<file path="src/rtl/acc_sequencer_pkg.sv">
// Shared constants and state encoding for the accumulation sequencer.
package acc_sequencer_pkg;

  localparam int CNT_W_DEF = 16;

  typedef enum logic [1:0] {
    ST_IDLE  = 2'd0,
    ST_RUN   = 2'd1,
    ST_DRAIN = 2'd2
  } state_t;

endpackage

</file>
<file path="src/rtl/acc_sequencer_wrap_counter.sv">
// Modulo counter 0..limit-1 with a combinational wrap flag on the enabled terminal count.
module wrap_counter
  import acc_sequencer_pkg::*;
#(
  parameter int CNT_W = CNT_W_DEF
) (
  input  logic             clk,
  input  logic             rst,
  input  logic             i_clr,
  input  logic             i_en,
  input  logic [CNT_W-1:0] i_limit,
  output logic [CNT_W-1:0] o_count,
  output logic             o_wrap
);

  localparam logic [CNT_W-1:0] ONE = CNT_W'(1);

  logic [CNT_W-1:0] r_count;

  assign o_count = r_count;
  assign o_wrap  = i_en && (r_count == (i_limit - ONE));

  always_ff @(posedge clk) begin
    if (rst || i_clr) begin
      r_count <= '0;
    end else if (i_en) begin
      r_count <= o_wrap ? '0 : (r_count + ONE);
    end
  end

endmodule

</file>
<file path="src/rtl/acc_sequencer.sv">
// Control sequencer for a pixel accumulator: counts taps/pixels, gates the
// accumulator input and holds each completed sum until downstream takes it.
module acc_sequencer
  import acc_sequencer_pkg::*;
#(
  parameter int CNT_W = CNT_W_DEF
) (
  input  logic             clk,
  input  logic             rst,
  input  logic             start,
  input  logic [CNT_W-1:0] cfg_acc_len,
  input  logic [CNT_W-1:0] cfg_pix_num,
  output logic             busy,
  output logic             done,
  input  logic             s_valid,
  output logic             s_ready,
  output logic             acc_first,
  output logic             acc_gate,
  output logic             m_valid,
  input  logic             m_ready
);

  localparam logic [CNT_W-1:0] ONE = CNT_W'(1);

  function automatic logic [CNT_W-1:0] eff_len(input logic [CNT_W-1:0] len);
    return (len == '0) ? ONE : len;
  endfunction

  state_t           r_state;
  logic             r_busy;
  logic             r_done;
  logic             r_m_valid;
  logic [CNT_W-1:0] r_acc_len;
  logic [CNT_W-1:0] r_pix_num;

  logic             w_start;
  logic             w_accept;
  logic             w_m_hs;
  logic [CNT_W-1:0] w_tap_cnt;
  logic             w_tap_wrap;
  logic [CNT_W-1:0] w_pix_cnt;
  logic             w_pix_wrap;
  logic             w_last;

  // A held, unaccepted sum stalls input so the accumulator keeps its value.
  assign w_start  = start && (r_state == ST_IDLE) && !r_busy;
  assign s_ready  = (r_state == ST_RUN) && !(r_m_valid && !m_ready);
  assign w_accept = s_valid && s_ready;
  assign w_m_hs   = r_m_valid && m_ready;
  assign w_last   = w_tap_wrap && w_pix_wrap;

  assign acc_gate  = w_accept;
  assign acc_first = w_accept && (w_tap_cnt == '0);
  assign m_valid   = r_m_valid;
  assign busy      = r_busy;
  assign done      = r_done;

  wrap_counter #(.CNT_W(CNT_W)) u_tap_cnt (
    .clk     (clk),
    .rst     (rst),
    .i_clr   (w_start),
    .i_en    (w_accept),
    .i_limit (r_acc_len),
    .o_count (w_tap_cnt),
    .o_wrap  (w_tap_wrap)
  );

  wrap_counter #(.CNT_W(CNT_W)) u_pix_cnt (
    .clk     (clk),
    .rst     (rst),
    .i_clr   (w_start),
    .i_en    (w_tap_wrap),
    .i_limit (r_pix_num),
    .o_count (w_pix_cnt),
    .o_wrap  (w_pix_wrap)
  );

  always_ff @(posedge clk) begin
    if (w_start) begin
      r_acc_len <= eff_len(cfg_acc_len);
      r_pix_num <= cfg_pix_num;
    end
  end

  // busy stays up through the done cycle and drops on the following edge.
  always_ff @(posedge clk) begin
    if (rst) begin
      r_state   <= ST_IDLE;
      r_busy    <= 1'b0;
      r_done    <= 1'b0;
      r_m_valid <= 1'b0;
    end else begin
      r_done <= 1'b0;
      if (r_done) r_busy <= 1'b0;
      if (w_tap_wrap)  r_m_valid <= 1'b1;
      else if (w_m_hs) r_m_valid <= 1'b0;
      case (r_state)
        ST_IDLE: begin
          if (w_start) begin
            r_busy <= 1'b1;
            if (cfg_pix_num == '0) r_done  <= 1'b1;
            else                   r_state <= ST_RUN;
          end
        end
        ST_RUN: begin
          if (w_last) r_state <= ST_DRAIN;
        end
        ST_DRAIN: begin
          if (w_m_hs) begin
            r_state <= ST_IDLE;
            r_done  <= 1'b1;
          end
        end
        default: r_state <= ST_IDLE;
      endcase
    end
  end

  logic w_unused;
  assign w_unused = ^w_pix_cnt;

endmodule

</file>
<file path="config.mk">
export PLATFORM = sky130hd
export DESIGN_NAME = acc_sequencer
export DESIGN_NICKNAME = d
export VERILOG_FILES = /design/src/rtl/acc_sequencer_pkg.sv /design/src/rtl/acc_sequencer_wrap_counter.sv /design/src/rtl/acc_sequencer.sv
export SDC_FILE = /design/constraint.sdc
export NUM_CORES = 1
export LEC_CHECK = 0
export CORE_UTILIZATION = 29
export DETAILED_ROUTE_END_ITERATION = 6
export REMOVE_ABC_BUFFERS = 1
export SLEW_MARGIN = 20
export SYNTH_ARGS = -nofsm -noshare
export SYNTH_HDL_FRONTEND = slang
export SYNTH_HIERARCHICAL = 1
export SYNTH_SLANG_ARGS = --single-unit
</file>
<file path="constraint.sdc">
create_clock -name clk -period 8.3 [get_ports clk]
set_input_delay 1.66 -clock clk [delete_from_list [all_inputs] [get_ports clk]]
set_output_delay 1.66 -clock clk [all_outputs]
set_load 0.1 [all_outputs]
</file>
* After elaboration in Yosys (flattened, before gate mapping) *
Cells that the tools add are included.
W data, S select, Z words.

operators by class
  $add $sub $neg = 4
  $mul = 0
  reduce and logical (&&, ||, !) cells = 20
  divide/modulo/power cells = 0
  shifts and indexed selects = 0
  multiplexer cells = 16
  eq/ne operators = 8
  bitwise gates (word level) = 0
  magnitude comparators = 0

operators by type and width
  operator                 count
  $logic_not A16 Y1        3
  $add A16 B1 Y16 const B  2
  $eq A16 B16 Y1           2
  $mux W16                 2
  $sub A16 B1 Y16 const B  2
  $logic_and A1 B1 Y1      10
  $mux W1                  8
  $mux W2                  4
  $ne A2 B2 Y1 const B     3
  $pmux W2 S3              1
  $reduce_and A4 Y1        1
  $logic_not A1 Y1         3
  $eq A2 B1 Y1 const B     1
  $eq A2 B2 Y1 const B     1
  $logic_not A2 Y1         1
  $ne A2 B1 Y1 const B     1
  $pmux W1 S2              1
  $reduce_bool A2 Y1       1
  $logic_or A1 B1 Y1       1

storage, ports and cells
  flip-flop bits (word level) = 69
  memories kept = 0
  memory bits (read-only) = 0
  output and inout bits = 6
  logic and storage cells = 56
  latch bits = 0
  input port bits = 37
  RAM bits = 0

* Logic depth before layout (Yosys ltp) *
  depth after elaboration = 10
  mapped depth = 15
  gate-level depth less buffers = 15

* Cells and area by module *
Netlist, hierarchy kept.

by module, submodules not included
  module                     sequential area each (um^2)  cells an instance  area an instance (um^2)  times used
  wrap_counter at u_tap_cnt  320.3                        177                1422.6                   1
  acc_sequencer              1061.0                       88                 1380.1                   1
  wrap_counter at u_pix_cnt  320.3                        152                1232.4                   1

* Worst setup path before layout *
No wires, ideal clock.

  path type = input to register
  from = input port m_ready
  to = register r_state[0]
  setup slack = 2134 ps
  stages = 14
  setup time = 118 ps
  data required time = 8182 ps
  arrival time = 6048 ps
  buffers on the path = 0
  cell sequence = nor2b_1 and2b_1 and2_1 nand3_1 nor3_1 nand4_1 nor3_1 o211ai_1 a2111o_1 a2111oi_1 nand4_2 inv_1 a21oi_1 a32o_2

between the ends
  word-level cells in the longest chain between the ends = 10

ends and longest elaborated chain
  element                             RTL line                          text
  start, declared                     acc_sequencer.sv:20               input logic m_ready
  $logic_not A1 Y1                    acc_sequencer.sv:47               assign s_ready = (r_state == ST_RUN) && !(r_m_valid && !m_ready);
  $logic_and A1 B1 Y1                 acc_sequencer.sv:47
  $logic_not A1 Y1                    acc_sequencer.sv:47
  $logic_and A1 B1 Y1                 acc_sequencer.sv:47
  named net s_ready                   acc_sequencer.sv:16               output logic s_ready,
  $logic_and A1 B1 Y1                 acc_sequencer.sv:48               assign w_accept = s_valid && s_ready;
  named net acc_gate                  acc_sequencer.sv:18               output logic acc_gate,
  $logic_and A1 B1 Y1                 acc_sequencer_wrap_counter.sv:21  assign o_wrap = i_en && (r_count == (i_limit - ONE));
  named net w_tap_wrap                acc_sequencer.sv:40               logic w_tap_wrap;
  $logic_and A1 B1 Y1                 acc_sequencer_wrap_counter.sv:21
  named net w_pix_wrap                acc_sequencer.sv:42               logic w_pix_wrap;
  $logic_and A1 B1 Y1                 acc_sequencer.sv:50               assign w_last = w_tap_wrap && w_pix_wrap;
  $ne A2 B2 Y1 (no source line)       n/a
  $reduce_and A4 Y1 (no source line)  n/a
  end signal, assigned                acc_sequencer.sv:88               r_state <= ST_IDLE;
  end signal, assigned                acc_sequencer.sv:102              else r_state <= ST_RUN;
  end signal, assigned                acc_sequencer.sv:106              if (w_last) r_state <= ST_DRAIN;
  end, declared                       acc_sequencer.sv:29               state_t r_state;

The timed path passes the listed nets, and every way through them passes these cells.
A chain may end at the register's enable or synchronous reset.

* Final worst setup path *
  from = input port m_ready
  to = output port acc_gate

between the ends
  word-level cells in the longest chain between the ends = 5

ends and longest elaborated chain
  element              RTL line
  $logic_not A1 Y1     acc_sequencer.sv:47
  $logic_and A1 B1 Y1  acc_sequencer.sv:47
  $logic_not A1 Y1     acc_sequencer.sv:47
  $logic_and A1 B1 Y1  acc_sequencer.sv:47
  $logic_and A1 B1 Y1  acc_sequencer.sv:48
  end, declared        acc_sequencer.sv:18

No other way between the ends.

==> out/results.txt <==
Crit Reg-Reg Endpoint: r_state[0]$_SDFFE_PP0P_
pre-CTS setup slack: 2750 ps
period utilization: 67.0%
post_cts resized: 0
detailed-route wire length: 9.05 mm
top layer in use: met4
share of async-settable or async-resettable flops after synthesis: 0%
Min-Delay Startpoint: m_valid$_SDFFE_PP0P_
Core ar.: 0.0134 mm2
R2R cell count: 15
DR vias/cell: 5.09
clock slew at reported path FFs: 60 ps
number of fill cells: 1332
min-delay worst type: reg2reg
Worst setup EP type: output pin
pin count of the biggest net entering global routing: 40
multi-input logic area: 0.00216 mm2
met3 WL: 511 um
post-synth cell types: 66
Max Root-Sink Buffers: 2
Die Height: 120 um
Post-synth EDFFs: 32
FF-to-FF Start: r_acc_len[0]$_SDFFCE_PN1P_
clock skew: 9.05 ps
Sink Count: 69
Seq/Total Area, Yosys: 42.2%
All-Layer GR Usage: 13.5%
design area: 0.00484 mm2
Skew-Pair Late Insertion Delay: 340 ps
outcome: complete, no violations
measured slew at the worst slew-check pin: 970 ps
vias: 3192
Int Pwr: 0.623 mW
initial antenna violation count: 0
ANT nets after route: 0
Rows: 42
top cells by area, synth: edfxtp_1 24%, dfxtp_1 18%, xnor2_1 7.2%
vias in the first global route: 3110
post-synth top area share: 23.8%
CTS root buf: clkbuf_16
die area: 0.0144 mm2
switching portion of total power: 27.3%
CP max-delay cell: clkdlybuf4s50_1
Synth top cells by count: 42 x nor2_1, 37 x dfxtp_1, 33 x xnor2_1, 32 x edfxtp_1, 31 x xor2_1
Max Freq: 180 MHz
Switch Pwr: 0.234 mW
Power Density: 177 mW/mm2
H-tree levels: 3
crit start category: input port
global route total overflow: 0
WP data required: 6640 ps
Worst EP arrival: 3900 ps
Slowest Stage Delay on Critical Path: 1180 ps
Yosys top cell by area: edfxtp_1
Seq pwr share: 46.1%
Nets: 487
worst reg2reg setup slack: 4140 ps
worst min-delay path endpoint: done$_SDFF_PP0_
metal2 WL: 4.38 mm
postcts setup bufs: 0
hold_ws: 511 ps
Syn-to-layout area delta: 19.9%
Detailed Place HPWL: 6.74 mm
RSZ-0062 raised after global routing: false
max-slew violation count: 0
leakage power: 1.56 nW
first-pass GRT wire length: 15.2 mm
most frequent cell after synthesis: nor2_1
IO buf count: 42
cts bufs inserted: 9
DR pass1 iterations: 4
Post-route DRC: 0
max-cap viol count: 0
Sum Neg Setup Slack: 0 ps
CTS tree: built
Die Width: 120 um
Post-Synthesis Cell Area: 0.00404 mm2
CP cell instances: clkdlybuf4s50_1, nor2b_1, and2b_1, and2_1, clkdlybuf4s50_1
FF+latch count, synth: 69
combinational power share: 12.5%
# setup viols final: 0
clock group share of total power: 41.4%
Peak VDD IR: 102 uV
Tot Pwr: 0.857 mW
antenna cell count: 0
Mapped Avg Cell Area: 9.68 um2
worst-path maximum fanout: 9
kind of critical path: in2out
Main synth FF type: dfxtp_1
I/O pin total: 43
Reg area: 0.00170 mm2
Metal-1 WL: 3.93 mm
Cells after Synth: 417
RePlAce Congestion: 0.856
Max-slew headroom: 35.1%
initial core utilization: 30.1%
Buf+Inv Stages, Crit Path: 2
cts hold-fix bufs: 0
Final Hold Fails: 0
Area after DPL: 0.00457 mm2
Routed wire per std cell: 14.4 um
drt initial violations: 183
hold depth: 2
crit path time final: 5560 ps
Yosys warnings: 6
most frequent CP cell: clkdlybuf4s50_1
Crit path max-delay family: buffers and inverters
slack of the critical path: 2740 ps
share of layout cells above drive strength 1: 9.31%
## worst max-delay path by stage
stage / from / end / cells past startpoint
detailed placement: m_ready / acc_gate / 5
CTS: m_ready / acc_gate / 5
finish: m_ready / acc_gate / 5
global placement: m_ready / acc_gate / 5
floorplan: m_ready / r_state[0]$_SDFFE_PP0P_ / 14
global route: m_ready / acc_gate / 5
## power groups by stage
stage	clock network, mW	logic, mW	registers (mW)
CTS	0.364	0.108	0.395
detailed placement	0	0.107	0.402
global route	0.378	0.116	0.398
finish	0.355	0.107	0.395
floorplan	0	0.0646	0.401
global placement	0	0.105	0.402
## cell usage in the layout (no fill, tap or decap), types with 5 or more instances in the layout
master           instances
and3_1                   7
nor2b_1                  5
nor2_1                  42
o21ai_0                  7
o31ai_1                  5
nor3_1                  13
edfxtp_1                32
nand4_1                 15
nand3_1                 16
dfxtp_1                 37
nor4_2                   5
nand2_1                 21
xor2_1                  31
clkbuf_16                9
clkdlybuf4s50_1         42
a211oi_1                13
a21oi_1                  8
nor4_1                  11
inv_1                   13
xnor2_1                 33
## kinds of logic after synthesis
family	Yosys count	share of synthesized area, %
compound gates	58	10.5
xor+xnor	64	13.9
fa+ha+maj	4	1.24
buf+inv	39	4.22
flops	69	42.2
mux	3	0.744
simple gates	180	27.2
## worst reg2reg max path, cell delays in order (launching register included)
cell,delay (ps)
edfxtp_1,490
inv_1,100
ha_1,240
nor4b_2,500
nand2_1,190
xor2_1,200
a2111o_1,430
nor3_1,240
buf_4,220
o211ai_1,110
a2111o_1,390
a2111oi_1,320
nand4_2,220
inv_1,130
a21oi_1,70
a32o_2,230
## routing by layer
layer / global-route usage (%) / vias to the layer above
met4: 6.09 / 0
met3: 3.80 / 17
met5: 0 / -
met2: 22.2 / 81
met1: 16.1 / 1500
li1: - / 1594
## state kept, by name, indices dropped and copies added (netlist names)
| name | flops |
|---|---|
| m_valid | 1 |
| r_state | 2 |
| done | 1 |
| r_acc_len | 16 |
| u_pix_cnt/o_count | 16 |
| u_tap_cnt/o_count | 16 |
| r_pix_num | 16 |
| busy | 1 |
## final cells by class
cell class | instances | share of cell area [%]
clock inverter | 7 | 0.931
tap | 176 | 4.55
timing repair buffer | 44 | 9.00
clock buffer | 9 | 4.65
inverter | 13 | 1.01
sequential | 69 | 35.2
multi-input combinational | 309 | 44.7
## metrics by stage
step	cells	util, %
after global placement	611	34.1
after detailed placement	611	34.1
after global routing	627	36.1
after floorplan	391	-
after CTS	627	36.1
final	627	36.1
(Power assumes the default switching activity.)
